**src/rtl/im_fetch_ctrl.sv**
```systemverilog
// Program counter sequencer for the instruction fetch stage.
// It handles stalls, D-stage redirects, exception entry/return and a fetch counter.
//
// state | meaning
// RUN   | normal fetch; PC advances, redirects or holds
// HOLD  | redirect captured behind a stall; released when the stall drops
module im_fetch_ctrl #(
   parameter logic [31:0] START_ADDR = 32'h0000_3000,
   parameter logic [31:0] EXC_VECTOR = 32'h0000_4180,
   parameter int          IM_WORDS   = 4096
) (
   input  logic        clk,
   input  logic        reset,
   input  logic        stall,
   input  logic        redirect_valid,
   input  logic [31:0] redirect_target,
   input  logic        exc_req,
   input  logic        eret_req,
   input  logic [31:0] epc,
   output logic [31:0] pc,
   output logic [31:0] pc_plus4,
   output logic        fetch_valid,
   output logic        addr_exc,
   output logic        redirect_pending,
   output logic [31:0] fetch_cnt
);

   localparam logic [31:0] LAST_ADDR = START_ADDR + 32'(IM_WORDS * 4) - 32'd4;

   typedef enum logic {RUN, HOLD} state_t;

   state_t      state_q, state_d;
   logic [31:0] pc_q, pc_d;
   logic [31:0] tgt_q, tgt_d;
   logic [31:0] cnt_q, cnt_d;

   assign pc               = pc_q;
   assign pc_plus4         = pc_q + 32'd4;
   assign addr_exc         = (pc_q[1:0] != 2'b00) | (pc_q < START_ADDR) | (pc_q > LAST_ADDR);
   assign fetch_valid      = ~addr_exc;
   assign redirect_pending = (state_q == HOLD);
   assign fetch_cnt        = cnt_q;

   always_ff @(posedge clk) begin
      if (!reset) begin
         state_q <= RUN;
         pc_q    <= START_ADDR;
         tgt_q   <= 32'd0;
         cnt_q   <= 32'd0;
      end else begin
         state_q <= state_d;
         pc_q    <= pc_d;
         tgt_q   <= tgt_d;
         cnt_q   <= cnt_d;
      end
   end

   always_comb begin
      state_d = state_q;
      pc_d    = pc_q;
      tgt_d   = tgt_q;
      cnt_d   = cnt_q;

      if (fetch_valid && !stall && !exc_req && !eret_req) begin
         cnt_d = cnt_q + 32'd1;
      end

      unique case (state_q)
         RUN: begin
            if (exc_req) begin
               pc_d = EXC_VECTOR;
            end else if (eret_req) begin
               pc_d = epc;
            end else if (stall && redirect_valid) begin
               tgt_d   = redirect_target;
               state_d = HOLD;
            end else if (stall) begin
               pc_d = pc_q;
            end else if (redirect_valid) begin
               pc_d = redirect_target;
            end else if (addr_exc) begin
               // Faulting PC parks here until the exception is taken.
               pc_d = pc_q;
            end else begin
               pc_d = pc_plus4;
            end
         end
         HOLD: begin
            if (exc_req) begin
               pc_d    = EXC_VECTOR;
               tgt_d   = 32'd0;
               state_d = RUN;
            end else if (eret_req) begin
               pc_d    = epc;
               tgt_d   = 32'd0;
               state_d = RUN;
            end else if (stall) begin
               if (redirect_valid) tgt_d = redirect_target;
            end else begin
               // A redirect arriving now comes from a squashed delay slot.
               pc_d    = tgt_q;
               tgt_d   = 32'd0;
               state_d = RUN;
            end
         end
         default: begin
            state_d = RUN;
         end
      endcase
   end

endmodule

```
**config.mk**
```make
export PLATFORM = sky130hd
export DESIGN_NAME = im_fetch_ctrl
export DESIGN_NICKNAME = d
export VERILOG_FILES = /design/src/rtl/im_fetch_ctrl.sv
export SDC_FILE = /design/constraint.sdc
export NUM_CORES = 1
export LEC_CHECK = 0
export BUFFER_PORTS_ARGS = -buffer_cell sky130_fd_sc_hd__buf_2
export CAP_MARGIN = 10
export CORE_MARGIN = 2
export CORE_UTILIZATION = 56
export CTS_CLUSTER_DIAMETER = 150
export CTS_CLUSTER_SIZE = 30
export DETAILED_ROUTE_END_ITERATION = 7
export GPL_TIMING_DRIVEN = 0
export PLACE_DENSITY = 0.95
export SKIP_CTS_REPAIR_TIMING = 1
export SYNTH_ARGS = -nofsm -noshare
export SYNTH_HDL_FRONTEND = slang
export SYNTH_SLANG_ARGS = --single-unit
```
**constraint.sdc**
```tcl
create_clock -name clk -period 3.2 [get_ports clk]
set_input_delay 0.48 -clock clk [delete_from_list [all_inputs] [get_ports clk]]
set_output_delay 0.48 -clock clk [all_outputs]
set_load 0.01 [all_outputs]
```
==> key figures, run 1 <==
Status
  – Status: finished, violations left
  – Failing checks: design-rule violations

Detailed routing
  – DR DRC count: 6
  – Drt total wl: 17,800 um
  – Drt wl/cell: approximately 18 um
  – Vias/cell: approximately 6.2
  – Final ANT Viol Nets: 0
  – First-pass detailed-route iteration total: 8
  – Initial DRC count: ~800
  – Vias: 5,953

Setup path
  – CP Class: reg -> out
  – Worst path cell trace: ha_1 -> and4_2 -> nand4_4 -> or2_2 -> nor2_1 -> xor2_1 -> buf_2
  – CP max FO: 7
  – WP data arrival: between 2 and 3 ns
  – Worst setup SP type: register
  – CP Buf/Inv Count: 1
  – Slowest stage cell, crit path: dfxtp_1
  – Largest delay share family, worst path: simple AND/OR/NAND/NOR gates
  – Crit end category: output port
  – R2R setup slack: about 0.78 ns
  – Worst EP required: 2.72 ns
  – CP max stage delay: 0.45 ns

Clock network
  – CTS tree: built
  – Clock tree root driver cell: clkbuf_8
  – # H-tree levels: 3
  – Total CTS buffers: 9
  – Register clock-pin slew on the reported worst setup and hold paths: around 0.1 ns
  – CTS sink count: slightly below 100
  – Clock Path Buffers: 2
  – Clock latency on the worst-skew pair: approximately 0.37 ns

Power
  – Clock Power Share: between 30 and 40%
  – Sw Share: a little under a third
  – IR Drop Worst-Case VDD: 0.000184 V
  – Psw: 0.000773 W
  – Cell Int Power: 0.00180 W
  – Leakage: 2.83 nW
  – Power per Cell Area: 392 mW/mm^2
  – Gate power share: 17.2%
  – Reg power frac: about 50%

Global routing
  – Pin count of the biggest net entering global routing: 17
  – Vias in the first global route: about 5,300
  – Gr ovfl total: 0
  – First-pass GRT wire length: between 20,000 and 30,000 um
  – Initial antenna violation count: 0
  – All-Layer GR Usage: 33.3%

Synth
  – Synthesized instance count: 654
  – Main synth FF type: dfxtp_1
  – Share of flip-flops with an asynchronous set or reset: 0%
  – Synth top area cells: dfxtp_1 (36%), nor2_1 (6.2%), a22oi_1 (5.5%)
  – Dominant cell type by area after synthesis: dfxtp_1
  – Synthesis warning total: 0
  – EDFF count, synth: 0
  – Average cell area after synthesis: 8.20 sq um
  – Netlist Area Pre-Place: 0.00536 sq mm
  – Area share of the largest cell type after synthesis: 36.2%
  – Netlist cell types: 65
  – Seq/Total Area, Yosys: 36.2%
  – Mapped Nets: ~730
  – Yosys reg bits: 97

Die
  – Die area: about 0.010 sq mm
  – Die Width: 102 um
  – Die span in y: 102 um
  – Initial Utilization: 57.7%
  – Core area: roughly 0.0093 sq mm
  – # IOs: ~170
  – Num rows: 35

Cells and area
  – Layout Nets: 902
  – Most common library cell in the layout ignoring fill and taps: buf_2
  – N_diodes: 0
  – Most frequent cells in the layout: buf_2 (176), dfxtp_1 (97), nor2_1 (89)
  – Layout area overhead: 22.3%
  – Post-route cell area: 0.00656 sq mm
  – Share of cells above drive strength 1: roughly 27%

Timing
  – Tcrit/Tclk final: between 90% and 100%
  – Clk_skew: 0.00913 ns
  – Sum Neg Setup Slack: 0 ns
  – Fin crit period: 2.99 ns
  – Max Fclk: roughly 330 MHz
  – # setup viols final: 0
  – Worst slew pin tran: about 0.83 ns
  – Final hold vios: 0
  – Slew Limit Headroom: 44.5%
  – RSZ-0062 raised after global routing: false
  – Max-slew violation count: 0

Place
  – Port Buf Inserts: 165
  – Post-DP HPWL: approximately 13,000 um
  – GP Congestion: 1.00
  – Dpl cell area: 0.00635 sq mm

Worst hold path
  – Min-Delay Path Class: in -> reg

Job
  – Max Cap Violations: 0
## power groups by stage
stage | Combinational [W] | Sequential, W | Clock [W]
2_1_floorplan | 0.000236 | 0.00132 | 0
3_3_place_gp | 0.000417 | 0.00131 | 0
3_5_place_dp | 0.000424 | 0.00131 | 0
4_1_cts | 0.000427 | 0.00128 | 0.000835
5_1_grt | 0.000469 | 0.00129 | 0.000884
6_report | 0.000442 | 0.00129 | 0.000842
## kinds of logic after synthesis
kind of cell,share of synthesized area [%]
adders and majority gates,0.467
buffers and inverters,5.02
xor gates and xnor gates,8.50
muxes,1.49
DFF,36.2
AOI/OAI and AO/OA,21.6
and+or+nand+nor,26.7
## state kept, by name (all words and copies together) (netlist names)
signal            flops
fetch_cnt            32
tgt_q                32
redirect_pending      1
pc                   32
## area by class of cell
| type | instances | area (sq um) |
|---|---|---|
| clock inverters | 5 | 65.1 |
| repair buffers | 165 | 826 |
| inverters | 19 | 71.3 |
| clock buffers | 11 | 141 |
| plain buffers | 42 | 198 |
| well taps | 129 | 161 |
| flip-flops and latches | 97 | 1940 |
| multi-input cells | 496 | 3150 |
| fillers | 747 | 2730 |
## final timing paths
kind | startpoint | to | depth (start not counted)
setup reg to reg | redirect_pending | pc[28] | 7
hold / removal | redirect_target[3] | tgt_q[3] | 3
hold reg to reg | tgt_q[2] | tgt_q[2] | 2
setup / recovery | pc[2] | pc_plus4[22] | 7
## cells in the mapped netlist (all sizes together), types with 7 or more instances
cell / instances
nor4: 11
xor2: 22
nor2: 91
clkbuf: 24
mux2i: 8
a22oi: 39
nand3: 31
o21ai: 35
nand2: 63
inv: 16
and4: 9
and3: 8
a221o: 13
a221oi: 7
buf: 18
o31ai: 10
a21oi: 30
nand4: 13
nor3: 19
dfxtp: 97
xnor2: 30
## layer usage
metal  share of wire [%]  up-vias  wire length [um]  global-route usage [%]
met4                 3.9        0               689                    13.0
li1                    -     2718                 -                       -
met5                   0        -                 0                       0
met2                  45      454              8090                    51.3
met3                  12       72              2140                    9.92
met1                  39     2709              6880                    44.2
## stage by stage
step	power, W	setup WS (ns)	util, %	std cells	hold WS (ns)
2_1_floorplan	0.00155	0.896	-	654	0.460
3_3_place_gp	0.00173	0.633	68.4	948	0.475
3_5_place_dp	0.00174	0.619	68.4	948	0.484
4_1_cts	0.00255	0.209	70.6	964	0.375
5_1_grt	0.00264	0.0707	70.6	964	0.380
6_report	0.00257	0.206	70.6	964	0.369
## worst min-delay path: stages
cell and delay [ns]:
buf_2 0.09, a22oi_1 0.07, nor2_1 0.07
(Power assumes the default switching activity.)
==> inputs of run 2 (changes only) <==
CORE_ASPECT_RATIO = 1.25   (was not set)
clock period = 3.9 ns   (was 3.2 ns; I/O delays follow)
==> run 2 against run 1 <==
Effect of this change: the flow now finishes without violations; critical path type unchanged; hold slack better by 0.13 ns; highest routed layer unchanged; sequential share of layout area shrank 0.42 points; worst setup slack better by 0.57 ns; largest cell class unchanged; final cell count down 0.62%; largest power group unchanged; sequential power fell by 18%.
==> key figures, run 2 (synthesized netlist as in run 1, its figures left out) <==
Power
  – Leakage: 2.88 nW (was 2.83 nW)
  – Power per Cell Area: 353 mW/mm^2 (was 392 mW/mm^2)
  – IR Drop Worst-Case VDD: 0.000342 V (was 0.000184 V)

Timing
  – Fin crit period: ~3.1 ns
  – Sum Neg Setup Slack: 0 ns (unchanged)
  – # setup viols final: 0 (unchanged)
  – Max-slew violation count: 0 (unchanged)
  – Worst slew pin tran: 0.768 ns (was 0.826 ns)
  – RSZ-0062 raised after global routing: false (unchanged)
  – Max Fclk: 320 MHz
  – Clk_skew: 0.00604 ns (was 0.00913 ns)
  – Tcrit/Tclk final: 80.2%
  – Final hold vios: 0 (unchanged)
  – Slew Limit Headroom: 48.4% (was 44.5%)
  – Final hold slack: 0.497 ns (was 0.369 ns)

Cells and area
  – Layout Cells excl Fill: 958 (was 964)
  – Layout Nets: 902 (unchanged)
  – Filler cell count: 739 (was 747)
  – Most frequent cells in the layout: buf_2 (176), dfxtp_1 (97), nor2_1 (89) (unchanged)
  – Most common library cell in the layout ignoring fill and taps: buf_2 (unchanged)
  – N_diodes: 0 (unchanged)
  – Layout area overhead: 24.0% (was 22.3%)
  – Share of cells above drive strength 1: 26.9% (was 27.2%)

Setup path
  – Worst R2R End: pc[27] (was pc[28])
  – CP max FO: 7 (unchanged)
  – WP data arrival: 2.54 ns (was 2.51 ns)
  – RR Startpoint: pc[25] (was redirect_pending)
  – Reg2Reg Depth: 6 (was 7)
  – Critical Path Sink: pc_plus4[22] (unchanged)
  – R2R setup slack: 1.19 ns (was 0.78 ns)
  – Worst setup SP type: register (unchanged)
  – Worst EP required: 3.31 ns (was 2.72 ns)
  – Crit end category: output port (unchanged)
  – CP Launch Point: pc[2] (unchanged)
  – CP Class: reg -> out (unchanged)

Clock network
  – CTS tree: built (unchanged)
  – CTS sink count: 97 (unchanged)
  – # H-tree levels: 3 (unchanged)
  – Total CTS buffers: 9 (unchanged)
  – Clock tree root driver cell: clkbuf_16 (was clkbuf_8)
  – Clock Path Buffers: 2 (unchanged)
  – Register clock-pin slew on the reported worst setup and hold paths: 0.07 ns (was 0.10 ns)
  – Clock latency on the worst-skew pair: 0.35 ns (was 0.37 ns)

Detailed routing
  – Initial DRC count: 662 (was 797)
  – Vias/cell: 6.26 (was 6.18)
  – Final ANT Viol Nets: 0 (unchanged)
  – Drt wl/cell: 18.9 um (was 18.5 um)
  – Drt total wl: 18,100 um (was 17,800 um)
  – DR DRC count: 0 (was 6)
  – First-pass detailed-route iteration total: 5 (was 8)
  – Vias: 5,999 (was 5,953)

Global routing
  – Initial antenna violation count: 1 (was 0)
  – First-pass GRT wire length: 28,400 um (was 26,800 um)
  – Vias in the first global route: 5,651 (was 5,305)
  – Gr ovfl total: 0 (unchanged)
  – All-Layer GR Usage: 34.5% (was 33.3%)
  – Pin count of the biggest net entering global routing: 15 (was 17)

Worst hold path
  – Min-Delay Path Class: reg -> reg (was in -> reg)

Die
  – Die area: 0.0104 sq mm (about the same)
  – Core area: 0.00922 sq mm (was 0.00928 sq mm)
  – Die span in y: 113 um (was 102 um)
  – Num rows: 39 (was 35)
  – # IOs: 169 (unchanged)
  – Initial Utilization: 58.1% (was 57.7%)
  – Die Width: 91.5 um (was 102 um)

Place
  – GP Congestion: 0.995 (was 1.00)
  – Post-DP HPWL: 13,300 um (was 13,100 um)
  – # placed instances: 942 (was 948)
  – Port Buf Inserts: 165 (unchanged)

Status
  – Status: finished clean (was finished, violations left)

Job
  – Max Cap Violations: 0 (unchanged)
## run 2: worst max-delay path, cell delays in order, from the launching register on
cell,delay (ns)
dfxtp_1,0.46
ha_1,0.25
and4_1,0.37
nand4_4,0.22
or2_2,0.38
nor2_1,0.21
xor2_1,0.16
buf_2,0.14
## run 2: power by group
| group | internal, W | switching [W] |
|---|---|---|
| logic | 0.000138 | 0.000223 |
| clock network | 0.000549 | 0.000377 |
| registers | 0.00102 | 0.0000395 |
## run 2: worst min-delay path by stage
stage | start | endpoint | cells after the start | slack, ns
5_1_grt | redirect_target[17] | tgt_q[17] | 3 | 0.52
2_1_floorplan | tgt_q[2] | tgt_q[2] | 2 | 0.46
3_5_place_dp | tgt_q[4] | tgt_q[4] | 2 | 0.48
6_report | tgt_q[6] | tgt_q[6] | 2 | 0.50
4_1_cts | redirect_target[19] | tgt_q[19] | 3 | 0.50
3_3_place_gp | tgt_q[2] | tgt_q[2] | 2 | 0.47
## run 2: stage by stage
step	total power, W	area, sq um	utilization, %	setup WS [ns]
2_1_floorplan	0.00127	5360	-	1.49
3_3_place_gp	0.00142	6340	68.7	1.22
3_5_place_dp	0.00143	6340	68.7	1.21
4_1_cts	0.00233	6650	72.1	0.822
5_1_grt	0.00241	6650	72.1	0.667
6_report	0.00235	6650	72.1	0.771
## run 2: layout make-up
cell class,count,area (sq um),area share [%]
repair buffers,165,826,12.4
well taps,123,154,2.31
plain buffers,42,198,2.97
flip-flops and latches,97,1940,29.2
inverters,19,71.3,1.07
clock buffers,14,274,4.12
clock inverters,2,35.0,0.527
multi-input cells,496,3150,47.4
## run 2: per-layer routing
layer | GRT usage (%) | up-vias | share of wire (%)
li1 | - | 2727 | -
met1 | 40.4 | 2696 | 35
met2 | 57.4 | 473 | 48
met3 | 7.66 | 103 | 12
met4 | 21.7 | 0 | 5.6
met5 | 0 | - | 0
